### config.mk
export PLATFORM = sky130hd
export DESIGN_NAME = spi_cmd_controller
export DESIGN_NICKNAME = d
export VERILOG_FILES = /design/src/rtl/spi_ctrl_pkg.sv /design/src/rtl/spi_byte_event.sv /design/src/rtl/spi_cmd_controller.sv
export SDC_FILE = /design/constraint.sdc
export NUM_CORES = 1
export LEC_CHECK = 0
export ABC_AREA = 1
export BUFFER_PORTS_ARGS = -buffer_cell sky130_fd_sc_hd__buf_2
export CAP_MARGIN = 20
export CORE_ASPECT_RATIO = 1.1
export CORE_MARGIN = 4
export CORE_UTILIZATION = 25
export CTS_CLUSTER_SIZE = 24
export DETAILED_ROUTE_END_ITERATION = 6
export PLACE_DENSITY_LB_ADDON = 0.25
export SYNTH_ARGS = -nofsm -noshare
export SYNTH_HDL_FRONTEND = slang
export SYNTH_SLANG_ARGS = --single-unit
### constraint.sdc
create_clock -name i_clk -period 1.76 [get_ports i_clk]
set_input_delay 0.352 -clock i_clk [delete_from_list [all_inputs] [get_ports i_clk]]
set_output_delay 0.352 -clock i_clk [all_outputs]
set_load 0.1 [all_outputs]
### src/rtl/spi_ctrl_pkg.sv
// rtl/spi_ctrl_pkg.sv - shared states, command fields and defaults for the SPI command controller
package spi_ctrl_pkg;

  typedef logic [2:0] state_t;

  localparam state_t S_CMD   = 3'd0;
  localparam state_t S_WDATA = 3'd1;
  localparam state_t S_RPRE  = 3'd2;
  localparam state_t S_RDATA = 3'd3;
  localparam state_t S_DROP  = 3'd4;

  localparam int         CMD_WRITE_BIT = 7;
  localparam logic [7:0] DEF_IDLE_BYTE = 8'hFF;

  function automatic logic cmd_is_write(input logic [7:0] b);
    return b[CMD_WRITE_BIT];
  endfunction

endpackage

### src/rtl/spi_byte_event.sv
// rtl/spi_byte_event.sv - one event per RX_CHANGED rising edge, suppressed while chip select is high
module spi_byte_event (
  input  logic       i_clk,
  input  logic       i_rst,
  input  logic       i_cs,
  input  logic       i_rx_changed,
  input  logic [7:0] i_rx_byte,
  output logic       o_ev,
  output logic [7:0] o_byte
);

  logic       r_chg_q;
  logic [7:0] r_byte;
  logic       w_ev;

  assign w_ev   = i_rx_changed & ~r_chg_q & ~i_cs;
  assign o_ev   = w_ev;
  // Pass the byte straight through on the event cycle so the FSM sees it without delay.
  assign o_byte = w_ev ? i_rx_byte : r_byte;

  always_ff @(posedge i_clk) begin
    if (i_rst) begin
      r_chg_q <= 1'b0;
      r_byte  <= 8'h00;
    end else begin
      r_chg_q <= i_rx_changed;
      if (w_ev) r_byte <= i_rx_byte;
    end
  end

endmodule

### src/rtl/spi_cmd_controller.sv
// rtl/spi_cmd_controller.sv - parses SPI command/data bytes into auto-incrementing register bus accesses
module spi_cmd_controller
  import spi_ctrl_pkg::*;
#(
  parameter int         AW        = 7,
  parameter int         NREGS     = 128,
  parameter logic [7:0] IDLE_BYTE = DEF_IDLE_BYTE
) (
  input  logic          i_clk,
  input  logic          i_rst,
  input  logic          i_cs,
  input  logic [7:0]    i_rx_byte,
  input  logic          i_rx_changed,
  output logic [AW-1:0] o_reg_addr,
  output logic [7:0]    o_reg_wdata,
  output logic          o_reg_we,
  output logic          o_reg_re,
  input  logic [7:0]    i_reg_rdata,
  output logic [7:0]    o_tx_byte,
  output logic          o_busy,
  output logic          o_err
);

  localparam logic [7:0] LP_LAST = 8'(NREGS - 1);

  state_t        r_state;
  logic [AW-1:0] r_addr;
  logic [7:0]    r_wdata;
  logic          r_reg_we;
  logic          r_reg_re;
  logic          r_rd_cap;
  logic [7:0]    r_tx;
  logic          r_busy;
  logic          r_err;

  logic          w_ev;
  logic [7:0]    w_byte;
  logic          w_cmd_bad;
  logic          w_inflight;
  logic [AW-1:0] w_addr_inc;

  spi_byte_event u_byte_event (
    .i_clk        (i_clk),
    .i_rst        (i_rst),
    .i_cs         (i_cs),
    .i_rx_changed (i_rx_changed),
    .i_rx_byte    (i_rx_byte),
    .o_ev         (w_ev),
    .o_byte       (w_byte)
  );

  // Any nonzero bit above the address field makes the value exceed the last register.
  assign w_cmd_bad  = {1'b0, w_byte[6:0]} > LP_LAST;
  assign w_inflight = r_reg_we | r_reg_re | r_rd_cap;
  assign w_addr_inc = (r_addr == LP_LAST[AW-1:0]) ? '0 : r_addr + AW'(1);

  always_ff @(posedge i_clk) begin
    if (i_rst) begin
      r_state  <= S_CMD;
      r_addr   <= '0;
      r_wdata  <= 8'h00;
      r_reg_we <= 1'b0;
      r_reg_re <= 1'b0;
      r_rd_cap <= 1'b0;
      r_tx     <= IDLE_BYTE;
      r_busy   <= 1'b0;
      r_err    <= 1'b0;
    end else if (i_cs) begin
      r_state  <= S_CMD;
      r_reg_we <= 1'b0;
      r_reg_re <= 1'b0;
      r_rd_cap <= 1'b0;
      r_tx     <= IDLE_BYTE;
      r_busy   <= 1'b0;
      r_err    <= 1'b0;
    end else begin
      r_reg_we <= 1'b0;
      r_reg_re <= 1'b0;
      r_rd_cap <= r_reg_re;

      if (r_reg_we) r_addr <= w_addr_inc;

      // Read data is valid the cycle after the strobe; capture completes even after an abort to S_DROP.
      if (r_rd_cap) begin
        r_tx   <= i_reg_rdata;
        r_addr <= w_addr_inc;
        if (r_state == S_RPRE) r_state <= S_RDATA;
      end

      if (w_ev) begin
        case (r_state)
          S_CMD: begin
            if (w_byte != IDLE_BYTE) begin
              if (w_cmd_bad) begin
                r_err   <= 1'b1;
                r_state <= S_DROP;
              end else begin
                r_addr <= w_byte[AW-1:0];
                r_busy <= 1'b1;
                if (cmd_is_write(w_byte)) begin
                  r_state <= S_WDATA;
                end else begin
                  r_reg_re <= 1'b1;
                  r_state  <= S_RPRE;
                end
              end
            end
          end
          S_WDATA: begin
            if (w_inflight) begin
              r_err   <= 1'b1;
              r_state <= S_DROP;
            end else begin
              r_wdata  <= w_byte;
              r_reg_we <= 1'b1;
            end
          end
          S_RPRE: begin
            r_err   <= 1'b1;
            r_state <= S_DROP;
          end
          S_RDATA: begin
            r_reg_re <= 1'b1;
            r_state  <= S_RPRE;
          end
          default: ;
        endcase
      end
    end
  end

  assign o_reg_addr  = r_addr;
  assign o_reg_wdata = r_wdata;
  assign o_reg_we    = r_reg_we;
  assign o_reg_re    = r_reg_re;
  assign o_tx_byte   = r_tx;
  assign o_busy      = r_busy;
  assign o_err       = r_err;

endmodule

After elaboration in Yosys (flattened, before gate mapping)
Index checks and enable logic that the tools add are counted.
- bits in registers: 40
- output and inout bits: 27
- add/subtract/negate cells: 1
- eq/ne operators: 6
- multiplexer cells: 20
- bitwise operators: 9
- reductions and logical operators: 8
- operator list (cell ; count):
    $mux 7 ; 6
    $mux 3 ; 5
    $pmux 3 s4 ; 1
    $mux 8 ; 1
    $ne 8x8->1 const B ; 1
    $add 7x1->7 const B ; 1
    $eq 7x7->1 const B ; 1
    $eq 3x2->1 const B ; 2
    $reduce_and 3->1 ; 2
    $not 1->1 ; 5
    $mux 1 ; 4
    $pmux 1 s2 ; 2
    $reduce_and 4->1 ; 1
    $reduce_or 4->1 ; 1
    $eq 3x1->1 const B ; 1
    $logic_not 3->1 ; 1
    $reduce_or 3->1 ; 1
    $and 1x1->1 ; 2
    $mux 2 ; 1
    $ne 2x2->1 const B ; 1
    $or 1x1->1 ; 2
    $reduce_bool 2->1 ; 1
    $reduce_or 2->1 ; 1

Depth between registers and ports, before layout
- word-level depth: 8
- mapped depth: 12
- depth with buffers taken out: 11

Modules after synthesis
From an unflattened synthesis, not the netlist that was laid out.
- cell total of the unflattened synthesis: 292
- area, all modules: 1970.6 um^2
- modules (own cells, without submodules) (module ; instances ; cells an instance ; area each (um^2) ; sequential area each (um^2)):
    spi_cmd_controller ; 1 ; 219 ; 1497.7 ; 620.6
    spi_byte_event ; 1 ; 73 ; 473.0 ; 180.2

Least setup slack after synthesis
Ideal clock, no wire load.
- kind: reg2reg
- from: reg r_addr[0], in the netlist o_reg_addr[0]
- to: reg r_addr[6], in the netlist o_reg_addr[6]
- library setup time: 61 ps
- arrival: 1942 ps
- setup slack: -244 ps
- cell stages (with the launch flop): 10
- buffers on the path: 0
- period minus slack after synthesis: 2004 ps
- path through: dfxtp_1 > ha_1 > nand3_1 > nor2_1 > nand3_1 > nand2_1 > nand2_1 > nand2_1 > nand3_1 > nand2_1
- word-level cells in the longest chain between the ends: 7
- ends and longest elaborated chain (what ; RTL line ; RTL):
    start, declared ; spi_cmd_controller.sv:27 ; logic [AW-1:0] r_addr;
    start signal, assigned ; spi_cmd_controller.sv:81 ; if (r_reg_we) r_addr <= w_addr_inc;
    start signal, assigned ; spi_cmd_controller.sv:86 ; r_addr <= w_addr_inc;
    start signal, assigned ; spi_cmd_controller.sv:98 ; r_addr <= w_byte[AW-1:0];
    $add 7x1->7 or $eq 7x7->1 (tied branches) ; spi_cmd_controller.sv:55 ; assign w_addr_inc = (r_addr == LP_LAST[AW-1:0]) ? '0 : r_addr + AW'(1);
    $mux 7 * ; spi_cmd_controller.sv:55 ;
    $mux 7 ; spi_cmd_controller.sv:81 ;
    $mux 7 * ; spi_cmd_controller.sv:84 ; if (r_rd_cap) begin
    $mux 7 ; spi_cmd_controller.sv:93 ; if (w_byte != IDLE_BYTE) begin
    $mux 7 ; spi_cmd_controller.sv:91 ; case (r_state)
    $mux 7 * ; spi_cmd_controller.sv:90 ; if (w_ev) begin
Mark *: on every way between the ends. The rest lies on a longest branch, timed or not.
A chain may end at the register's enable or synchronous reset.

Worst setup path in the final report
- from: reg u_byte_event.r_chg_q
- to: reg r_addr[5], in the netlist o_reg_addr[5]
- word-level cells in the longest chain between the ends: 8
- ends and longest elaborated chain (what ; RTL line ; RTL):
    start, declared ; spi_byte_event.sv:12 ; logic r_chg_q;
    start signal, assigned ; spi_byte_event.sv:26 ; r_chg_q <= i_rx_changed;
    $not 1->1 * ; spi_byte_event.sv:16 ; assign w_ev = i_rx_changed & ~r_chg_q & ~i_cs;
    $and 1x1->1 * (2 in a row) ; spi_byte_event.sv:16 ;
    $mux 8 ; spi_byte_event.sv:19 ; assign o_byte = w_ev ? i_rx_byte : r_byte;
    $ne 8x8->1 ; spi_cmd_controller.sv:93 ;
    $mux 7 ; spi_cmd_controller.sv:93 ;
    $mux 7 ; spi_cmd_controller.sv:91 ;
    $mux 7 * ; spi_cmd_controller.sv:90 ;
Marks and branches as above.

==> impl_metrics.csv <==
group,metric,value,unit
synthesis,synthesis.nets,271,
timing,hold_slack,0.270,ns
worst_setup_path,rr_startpoint,"u_byte_event.r_chg_q$_SDFF_PP0_",
detailed_routing,ant_nets,0,
worst_setup_path,path_delay_family,"simple AND/OR/NAND/NOR gates",
cts,cts-hold-fix-buffers,0,
floorplan,pin_count,47,
pwr,p_per_area,802,nW/µm²
layout,layout_commonest_cell,"nand2_1",
detailed_routing,drt_iter0_markers,59,
worst_setup_path,slowest_delay,0.33,ns
cts,cts-root-buf,"clkbuf_8",
detailed_routing,routed_wl,4640,µm
worst_setup_path,crit_path_start,"u_byte_event.r_chg_q$_SDFF_PP0_",
cts,clock_latency,0.29,ns
synthesis,netlist_top_cells_area,"dfxtp_1 43%, nand2_1 12%, nand3_1 10%",
worst_setup_path,cp.required,1.94,ns
grt,overflow,0,
synthesis,yosysUniqueCellTypes,26,
cts,cts_max_level,2,
timing,setup_ws,0.170,ns
timing,worst_pin_slew,0.505,ns
floorplan,die_w,90.7,µm
detailed_routing,drt-pass1-iter-count,4,
layout,final_core_utilization,0.326,
hold_path,hold_path.startpoint,"i_reg_rdata[7]",
timing,timing.final.crit_share,0.903,
synthesis,synth-seq-cells,40,
placement,place_ws,-0.00562,ns
synthesis,synth-main-ff-cell,"dfxtp_1",
synthesis,synth_area_per_cell,7.53,µm²
placement,gp_congestion,0.767,
grt,grt_pass1_vias,1721,
synthesis,yosysTopAreaCell,"dfxtp_1",
timing,maxSlewHeadroom,0.666,
cts,tritoncts,"done",
floorplan,rows,32,
grt,track_usage,0.111,
worst_setup_path,r2r_cells,10,
worst_setup_path,cp_slowest_cell,"dfxtp_1",
placement,numPortBuffers,46,
cts,post_cts_buffers,0,
timing,setup_viol,0,
worst_setup_path,cp_num_cells,10,
floorplan,start_util,0.263,
worst_setup_path,crit_top_cell,"nand2_1",
layout,diodes,0,
layout,nets,324,
synthesis,synth-edff-count,0,
floorplan,die_area,8980,µm²
pwr,vdd_drop_max,0.271,mV
detailed_routing,routedWlPerCell,12.0,µm
layout,drive_gt1_frac,0.314,
synthesis,yosysTopAreaCellShare,0.426,
cts,path_clk_slew,0.07,ns
placement,hpwl,3530,µm
grt,grt_pass1_wl,8160,µm
floorplan,core_area,7170,µm²
timing,final_max_slew_viol_count,0,
cts,cts_buffers,5,
layout,syn_to_final_growth,24.3,%
synthesis,async_flop_share,0,
run,maxCapViolations,0,
detailed_routing,vias_per_cell,4.41,
synthesis,yosysSeqAreaShare,0.426,
grt,grt_max_degree,21,
timing,min_period,1.59,ns
timing,fmax,629,MHz
detailed_routing,vias,1711,
layout,most-common-layout-cells,"59 x nand2_1, 46 x buf_2, 39 x nand3_1, 32 x dfxtp_1, 26 x inv_1",
run_status,status,"finished clean",
worst_setup_path,path_buf_inv,0,
worst_setup_path,crit_fanout,9,
synthesis,synth_cells,250,
worst_setup_path,arrival,1.77,ns
grt,antenna_found_initial,0,
hold_path,whs_path_depth,3,
worst_setup_path,cp-start-kind,"flip-flop",
timing,fin_skew,0.00520,ns
placement,dpl_cell_area,2230,µm²
timing,hold_violations,0,
detailed_routing,drc_errors,0,
worst_setup_path,crit_path_end_kind,"flip-flop",
worst_setup_path,crit_type,"flip-flop to flip-flop",
synthesis,ys_warn_count,0,
cts,clkSinkCount,40,
hold_path,min_path_type,"input port to flip-flop",
floorplan,dieHeight,99.0,µm
layout,final_design_area_no_fill,2340,µm²
synthesis,synth_area,1880,µm²
pwr,p_leak,1.10,nW
worst_setup_path,worstPathCellList,"nor2_4 -> nand3_1 -> nand2_1 -> nand2_1 -> nor2_2 -> nand2_4 -> nand2_4 -> nand2_1 -> nand3_1 -> nand2_1",
cts,cts_max_path_buffers,2,
[flip-flops by register name, summed over array words and instances, names as in the netlist, 3 cells and up]
signal and count:
u_byte_event.r_byte 8, o_reg_wdata 8, o_tx_byte 8, r_state 3, o_reg_addr 7
[worst register-to-register path, delay by kind of cell (launching register included)]
kind	cells	cell delay [ns]
flops	1	0.33
simple gates	10	1.16
[stage by stage]
step                       TNS (ns)  cells  power, mW
after floorplan                   0    250       1.17
after global placement            0    381       1.24
after detailed placement   -0.00691    381       1.24
after CTS                         0    388       1.90
after global routing      -0.000125    388       1.97
final                             0    388       1.88
[layout make-up]
| type | instances | area (µm²) |
|---|---|---|
| fillers | 769 | 4830 |
| multi-input cells | 175 | 926 |
| flip-flops and latches | 40 | 811 |
| repair buffers | 53 | 295 |
| well taps | 85 | 106 |
| inverters | 28 | 105 |
| clock buffers | 7 | 96.3 |
[kinds of logic after synthesis]
family,Yosys count,share of synthesized area
buffers and inverters,35,0.0871
muxes,1,0.00532
xor gates and xnor gates,1,0.00466
and+or+nand+nor,150,0.396
adders and majority gates,1,0.00665
DFF,40,0.426
AOI/OAI and AO/OA,22,0.0751
[repair_timing]
action	CTS	global route
resized for setup	0	1
endpoints found under the hold margin	0	0
setup endpoints to repair	0	7
[worst paths after layout]
kind	to	slack [ns]
setup reg to reg	o_reg_addr[5]$_SDFFE_PP0N_	0.17
hold reg to reg	o_err$_SDFFE_PP0P_	0.45
setup / recovery	o_reg_addr[5]$_SDFFE_PP0N_	0.17
hold / removal	o_tx_byte[7]$_SDFFE_PP1P_	0.27
[power by group]
part,internal [mW],total (mW),switching [mW]
logic,0.0730,0.275,0.202
clock network,0.349,0.657,0.308
registers,0.928,0.945,0.0173
[Yosys cell counts, types with 3 or more instances]
master    count
a211oi_1      6
nand2_1      59
nand2_4       6
nor3_1        7
o21ai_0       7
nor2_2        3
a21oi_1       6
nand2_2      10
dfxtp_1      40
nor2_4        4
inv_1        26
nand3_1      39
nor2_1       21
[metal layers]
metal,GRT usage,routed length [µm]
met1,0.151,2370
met2,0.169,1960
met3,0.0336,271
met4,0.0353,42
met5,0,0
Note: power is estimated with default switching activity, not from simulation.
